$ cat src/rtl/read_ecc_pkg.sv
// read_ecc_pkg: shared encodings and helpers for the read-path ECC checker.
package read_ecc_pkg;

    localparam int ECC_BYTES = 3;

    typedef enum logic [1:0] {
        CLEAN     = 2'd0,
        CORRECTED = 2'd1,
        ECC_ERR   = 2'd2,
        UNCORR    = 2'd3
    } ecc_status_e;

    typedef enum logic [2:0] {
        S_IDLE,
        S_FETCH,
        S_DRAIN,
        S_SYND,
        S_CLASS,
        S_EMIT,
        S_DONE
    } state_e;

    // Row pairs occupy E[2K-1:0]; column pairs always sit at E[21:16].
    function automatic logic [23:0] ecc_used_mask(input int k);
        logic [23:0] m;
        m = 24'h3F0000;
        for (int i = 0; i < 2 * k; i++) m[i] = 1'b1;
        return m;
    endfunction

endpackage

$ cat src/rtl/ecc_syndrome_classify.sv
// ecc_syndrome_classify: maps a raw ECC syndrome to status and correction address.
module ecc_syndrome_classify
    import read_ecc_pkg::*;
#(
    parameter int K = 7
) (
    input  logic [23:0]  syn,
    output ecc_status_e  status,
    output logic [K-1:0] offset,
    output logic [2:0]   bit_idx
);

    logic [23:0]  s;
    logic         pairs_ok;
    logic [K-1:0] row_odd;

    always_comb begin
        s = syn & ecc_used_mask(K);
        pairs_ok = 1'b1;
        row_odd = '0;
        for (int i = 0; i < K; i++) begin
            pairs_ok &= s[2*i] ^ s[2*i+1];
            row_odd[i] = s[2*i+1];
        end
        for (int j = 0; j < 3; j++) pairs_ok &= s[16+2*j] ^ s[17+2*j];
        status = (s == '0) ? CLEAN :
                 pairs_ok ? CORRECTED :
                 ($countones(s) == 1) ? ECC_ERR : UNCORR;
        offset = (status == CORRECTED) ? row_odd : '0;
        bit_idx = (status == CORRECTED) ? {s[21], s[19], s[17]} : 3'd0;
    end

endmodule

$ cat config.mk
export PLATFORM = sky130hd
export DESIGN_NAME = ecc_syndrome_classify
export DESIGN_NICKNAME = d
export VERILOG_FILES = /design/src/rtl/read_ecc_pkg.sv /design/src/rtl/ecc_syndrome_classify.sv
export SDC_FILE = /design/constraint.sdc
export NUM_CORES = 1
export LEC_CHECK = 0
export CAP_MARGIN = 20
export CORE_UTILIZATION = 45
export DETAILED_ROUTE_END_ITERATION = 10
export PLACE_DENSITY = 0.9
export SLEW_MARGIN = 20
export SYNTH_ARGS = -nofsm -noshare
export SYNTH_HDL_FRONTEND = slang
export SYNTH_SLANG_ARGS = --single-unit
$ cat constraint.sdc
create_clock -name vclk -period 7.05
set_clock_uncertainty 0.15 [all_clocks]
set_input_delay 1.41 -clock vclk [all_inputs]
set_output_delay 1.41 -clock vclk [all_outputs]
set_load 0.01 [all_outputs]
### Word level (Yosys, flattened, before mapping)

Cells that the tools add are included.

| storage, ports and cells | value |
|---|---|
| output and inout bits | 12 |
| flip-flop bits (word level) | 0 |
| word-level logic and storage cells | 46 |
| input bits | 24 |

| operators by class | value |
|---|---|
| reductions and logical operators | 1 |
| bitwise gates (word level) | 19 |
| $add $sub $neg | 19 |
| muxes and demuxes | 5 |
| equality and inequality tests | 2 |

Operators with widths:

| kind | count |
|---|---|
| $logic_not A24 Y1 | 1 |
| $add A1 B1 Y2 | 10 |
| $add A2 B2 Y3 | 4 |
| $xor A1 B1 Y1 | 10 |
| $and A1 B1 Y1 | 9 |
| $add A3 B2 Y4 | 2 |
| $mux W7 | 1 |
| $add A5 B4 Y6 | 1 |
| $eq A6 B1 Y1 const B | 1 |
| $add A4 B4 Y5 | 1 |
| $add A3 B3 Y4 | 1 |
| $mux W2 | 2 |
| $mux W3 | 1 |
| $eq A2 B1 Y1 const B | 1 |
| $mux W1 | 1 |

### Depth between registers and ports, before layout

| logic depth | value |
|---|---|
| word-level depth | 14 |
| gate-level depth with buffers | 14 |
| mapped depth without buffers | 14 |

### Worst setup path after synthesis

Ideal clock, no wire load.

| path | value |
|---|---|
| kind | input to output |
| start | in syn[5] |
| end | out status[0] |
| stages on the path | 13 |
| data arrival time | 5.125 ns |
| setup slack | 0.365 ns |
| data required time | 5.490 ns |
| path buffers | 0 |
| cells stage by stage | inv_1 > fa_1 > inv_1 > fa_1 > fa_1 > fa_1 > inv_1 > fa_1 > inv_1 > ha_1 > fa_1 > nor4b_1 > a41oi_1 |

| between the ends | value |
|---|---|
| word-level cells in the longest chain between the ends | 11 |
| elaborated cells on any way between the ends | 19 |
| those cells by class | 5 x add/sub; 1 x eq/ne; 3 x mux; 9 x bitwise; 1 x reduce/logical |

Ends and longest elaborated chain:

| what | line | text |
|---|---|---|
| start: declaration | ecc_syndrome_classify.sv:7 | `input logic [23:0] syn,` |
| branches (longest 10 deep; another with $add A5 B4 Y6) | n/a |  |
| $mux W2 (*) | ecc_syndrome_classify.sv:26 | `status = (s == '0) ? CLEAN :` |
| end: declaration | ecc_syndrome_classify.sv:8 | `output ecc_status_e status,` |

Mark *: on every way between the ends.

### Worst setup path after layout

| path | value |
|---|---|
| start | in syn[9] |
| end | out status[0] |

| between the ends | value |
|---|---|
| word-level cells in the longest chain between the ends | 9 |
| elaborated cells on any way between the ends | 17 |
| those cells by class | 5 x add/sub; 1 x eq/ne; 3 x mux; 7 x bitwise; 1 x reduce/logical |

Ends and longest elaborated chain:

| what | line | text |
|---|---|---|
| $add A1 B1 Y2 (not written as such) or $xor A1 B1 Y1 (tied branches) | ecc_syndrome_classify.sv:28, ecc_syndrome_classify.sv:22 |  |
| $add A2 B2 Y3 (not written as such) or $and A1 B1 Y1 (tied branches) | ecc_syndrome_classify.sv:28, ecc_syndrome_classify.sv:22 |  |
| $add A3 B2 Y4 (not written as such) or $and A1 B1 Y1 (tied branches) | ecc_syndrome_classify.sv:28, ecc_syndrome_classify.sv:22 |  |
| $add A4 B4 Y5 (not written as such) or $and A1 B1 Y1 (tied branches) | ecc_syndrome_classify.sv:28, ecc_syndrome_classify.sv:22 |  |
| $add A5 B4 Y6 (not written as such) or $and A1 B1 Y1 (tied branches) | ecc_syndrome_classify.sv:28, ecc_syndrome_classify.sv:25 |  |
| $eq A6 B1 Y1 or $and A1 B1 Y1 (tied branches) | ecc_syndrome_classify.sv:28, ecc_syndrome_classify.sv:25 |  |
| $mux W1 or $and A1 B1 Y1 (tied branches) | ecc_syndrome_classify.sv:28, ecc_syndrome_classify.sv:25 |  |
| $mux W2 | ecc_syndrome_classify.sv:27 | `pairs_ok ? CORRECTED :` |
| $mux W2 (*) | ecc_syndrome_classify.sv:26 |  |

Mark *: on every way between the ends. The rest lies on a longest branch, timed or not.

==> metrics.yaml <==
synthTopCellsByCount: "inv_1, ha_1, fa_1"
yosys.area.top_type: "fa_1"
drv_slew: 0
final_cells: 159
wl_met2_mm: 1.25
routedWlPerCell_um: 13.8
topRoutingLayerUsed: "met4"
min_period_over_period: 1.00
dp.cells: 158
syn_nets: 150
cts_hold_buf: 0
tightest_slew_ps: 1060
die-width_um: 45.4
cp_data_required_time_ps: 5490
grt_pass1_wl_mm: 3.43
synth_most_common_cell: "inv_1"
yosysWarnings: 0
wl_met1_um: 807
coreArea_um2: 1750
switching_share: 0.495
grt_pass1_vias: 820
p_per_area_nw_per_um2: 174
synth_top_area_frac: 0.331
antenna_found_initial: 0
die_h_um: 45.4
hold_viol: 0
grt_max_degree: 13
min_path_type: "in2out"
vias_per_cell: 4.82
dpl.hpwl_mm: 2.02
intPower_mw: 0.108
path_max_fanout: 2
syn_area_um2: 846
relSlewSlack: 0.288
fin_ws_ps: -12.7
finalNetCount: 191
dr.pass1.iters: 3
synth_cell_type_count: 16
final_cell_area_um2: 1230
die-area_um2: 2060
drive_above_1_share: 0.306
seq_cells: 0
p_sw_mw: 0.106
run_status: "finished with violations"
start_util: 0.485
placed_area_um2: 1240
drc_errors: 0
io-pin-count: 36
startpoint_type: "input port"
seq_area_frac_synth: 0
antennaDiodeCount: 0
end_kind: "output pin"
maxCapViolCount: 0
wl_met3_um: 70
vias: 767
seqPwrFrac: 0
drt_wl_total_mm: 2.19
setup_viol_count_final: 1
rows: 15
hold_ws_ps: 3390
min_period_ps: 7060
rsz0062_at_grt: "yes"
pwr-share-clk: 0
gp_congestion: 0.838
path_class: "in2out"
synthCells: 95
portBuffers: 32
final.setup.tns_ps: -12.7
combPwrFrac: 1.000
fmax_mhz: 142
area_growth_pct: 45.1
synth.area.top_cells: "fa_1, ha_1, inv_1"
grt_usage: 0.236
ant_nets: 0
leakage_nw: 0.618
syn_area_per_cell_um2: 8.90
overflow: 0
clockBufferCount: 0
ir_drop_v: 0.000171
drt_iter0_drc: 11
seq_area_um2: 0
violations: "negative setup slack"
cp.arrival_ps: 5500
==> metrics by stage <==
stage	setup WS, ps	power, mW	utilization
2_1_floorplan	365	0.127	-
3_3_place_gp	-710	0.188	0.713
3_5_place_dp	-794	0.205	0.713
6_report	-12.7	0.214	0.703
5_1_grt	-176	0.245	0.703
4_1_cts	2.41	0.211	0.706
==> routing by layer <==
layer	up-vias	GRT usage
met2	19	0.455
met3	6	0.0320
met5	-	0
li1	373	-
met4	0	0.0848
met1	369	0.256
==> area by class of cell <==
type                       count  area (um^2)
inverter                      37          141
timing repair buffer          41          350
multi-input combinational     56          704
fill                         143          518
tap                           25         31.3
==> worst max-delay path, cell delays in order <==
cell and delay, ps:
buf_6 80, inv_4 30, fa_1 550, inv_2 50
fa_2 560, fa_1 460, fa_1 530, inv_2 40
fa_1 490, inv_1 50, ha_2 180, fa_1 460
nor4b_2 270, a41oi_1 140, buf_2 210
==> path summary, 6_finish.rpt <==
path | endpoint | cells past startpoint | startpoint
setup / recovery | status[0] | 15 | syn[9]
hold / removal | offset[1] | 4 | syn[3]
==> logic make-up after synthesis <==
logic type,count (synthesis),share of synthesized area
buffers and inverters,39,0.186
adders and majority gates,31,0.583
and+or+nand+nor,23,0.213
AOI/OAI and AO/OA,2,0.0178
==> power by group through the flow <==
stage / Sequential, mW / Clock [mW] / Combinational, mW
floorplan: 0 / 0 / 0.127
global placement: 0 / 0 / 0.188
detailed placement: 0 / 0 / 0.205
CTS: 0 / 0 / 0.211
global route: 0 / 0 / 0.245
finish: 0 / 0 / 0.214
==> cell usage in the layout, fill, tap and decap left out, drive strengths merged <==
cell type,count
nor3,12
ha,17
clkbuf,4
buf,15
and2,1
a41oi,1
inv,37
fa,14
clkdlybuf4s50,22
nor4b,1
o22ai,1
nor2,1
nand4,4
nand2,2
or3,1
nand3b,1
==> repair_timing <==
| item | in CTS | in global routing |
|---|---|---|
| endpoints found under the setup margin | 1 | 1 |
| pin swaps | 10 | 11 |
| resized for setup | 35 | 14 |
| setup buffers | 1 | 0 |
Power figures use the tool's default switching activity.
==> RTL edit: new RTL, same flow settings <==
`K`: 7 -> 8.
--- a/src/rtl/ecc_syndrome_classify.sv
+++ b/src/rtl/ecc_syndrome_classify.sv
@@ -4,3 +4,3 @@
 #(
-    parameter int K = 7
+    parameter int K = 8
 ) (
Ports: changed (resized offset); port bits go from 36 to 37. The function was not compared with the original's and may differ.
==> RTL edit against the unedited design <==
Cell count grew 5.0%. Synthesized area grew 6.7%. Die area increased by 6.4%. Cell area grew 6.8%. Wire length increased by 2.2%. Worst setup slack better by 120 ps. Power up 23%. Global-route usage is 1.6 points lower. Critical path type unchanged. Critical endpoint unchanged. Highest routed layer unchanged.
==> RTL edit: results (changes against the unedited design) <==
[place]
dp_slack_ps=-741  ; was -794 ps
io_buffers=35  ; was 32
placed_cell_area_um2=1290  ; was 1240 um^2
gp_congestion=0.956  ; was 0.838
hpwlAfterDp_mm=2.09  ; was 2.02 mm

[final_layout]
buffer_area_frac=0.281  ; was 0.285
multi_input_cells=59  ; was 56
multi_input_area_um2=754  ; was 704 um^2
drive_above_1_share=0.268  ; was 0.306
design.seq.count=0  ; unchanged
regArea_um2=0  ; unchanged
fill_cells=137  ; was 143
inverters=41  ; was 37
final_net_count=201  ; was 191
n_all_buffers=42  ; was 41

[routing]
drtIter0Drc=10  ; was 11
viasPerCell=5.01  ; was 4.82
drt_first_pass_iters=4  ; was 3
wirelength_mm=2.24  ; was 2.19 mm

[grt]
grt_usage=0.220  ; was 0.236
grt_pass1_vias=854  ; was 820
grt_max_degree=14  ; was 13
grt_pass1_wl_mm=3.36  ; was 3.43 mm

[setup_path]
arrival_ps=5390  ; was 5500 ps
worstPathMaxFanout=2  ; unchanged

[synthesis]
syn_avg_cell_area_um2=8.84  ; was 8.90 um^2
syn_nets=159  ; was 150
synth_compound_area_frac=0.0166  ; was 0.0178
synthAdderAreaFrac=0.583  ; about the same
netlist_top_cells_count=inv_1 (41), ha_1 (18), fa_1 (15), nor3_2 (11), nand4_1 (4)  ; was inv_1 (37), ha_1 (17), fa_1 (14), nor3_2 (10), nand4_1 (4)

[timing]
finalSetupViolations=0  ; was 1
period_share=0.985  ; was 1.00
max-slew-margin-rel=0.277  ; was 0.288

[power_and_ir_drop]
p_leak_nw=0.696  ; was 0.618 nW
max-vdd-ir-drop_mv=0.231  ; was 0.171 mV

[outcome]
outcome=finished, final reports clean  ; was finished with violations

-- RTL edit: power breakdown --
part	internal (mW)	switching, mW	leakage [nW]
registers	0	0	0
logic	0.130	0.132	0.696
clock network	0	0	0
total	0.130	0.132	0.696
-- RTL edit: stage by stage --
step	cells	power, mW	hold WS, ps
6_report	167	0.263	3410
5_1_grt	167	0.302	3420
3_3_place_gp	164	0.203	3720
3_5_place_dp	164	0.223	3740
2_1_floorplan	102	0.153	2790
4_1_cts	166	0.234	3410
-- RTL edit: worst min path at each step --
| stage | endpoint | start | cells past startpoint |
|---|---|---|---|
| floorplan | bit_idx[0] | syn[17] | 2 |
| global placement | bit_idx[2] | syn[21] | 4 |
| detailed placement | bit_idx[2] | syn[21] | 4 |
| CTS | offset[5] | syn[11] | 4 |
| global route | offset[0] | syn[1] | 4 |
| finish | offset[0] | syn[1] | 4 |
-- RTL edit: worst max-delay path, stage by stage --
cell,delay [ps]
buf_8,70
inv_4,30
fa_1,550
inv_2,50
fa_1,480
fa_1,510
fa_1,520
inv_1,50
fa_1,420
inv_1,70
ha_2,190
inv_2,40
fa_1,480
nand2_2,70
nor4_4,140
a31oi_1,120
buf_2,190
-- RTL edit: routing by layer --
metal | vias to the layer above | track usage | wire, um
met5 | - | 0 | 0
met4 | 0 | 0.0629 | 31
met3 | 4 | 0.00769 | 86
met2 | 28 | 0.444 | 1280
met1 | 410 | 0.245 | 843
li1 | 394 | - | -
-- RTL edit: repair_timing --
| item | CTS | global route |
|---|---|---|
| endpoints found under the setup margin | 1 | 1 |
| buffers inserted | 2 | 1 |
| pin swaps | 12 | 10 |
| gates resized for setup | 43 | 8 |
-- RTL edit: kinds of logic (layout without fill, tap and decap cells) --
group,after synthesis,after routing
buffers and inverters,43,83
adders and majority gates,33,33
and+or+nand+nor,24,24
AOI/OAI and AO/OA,2,2
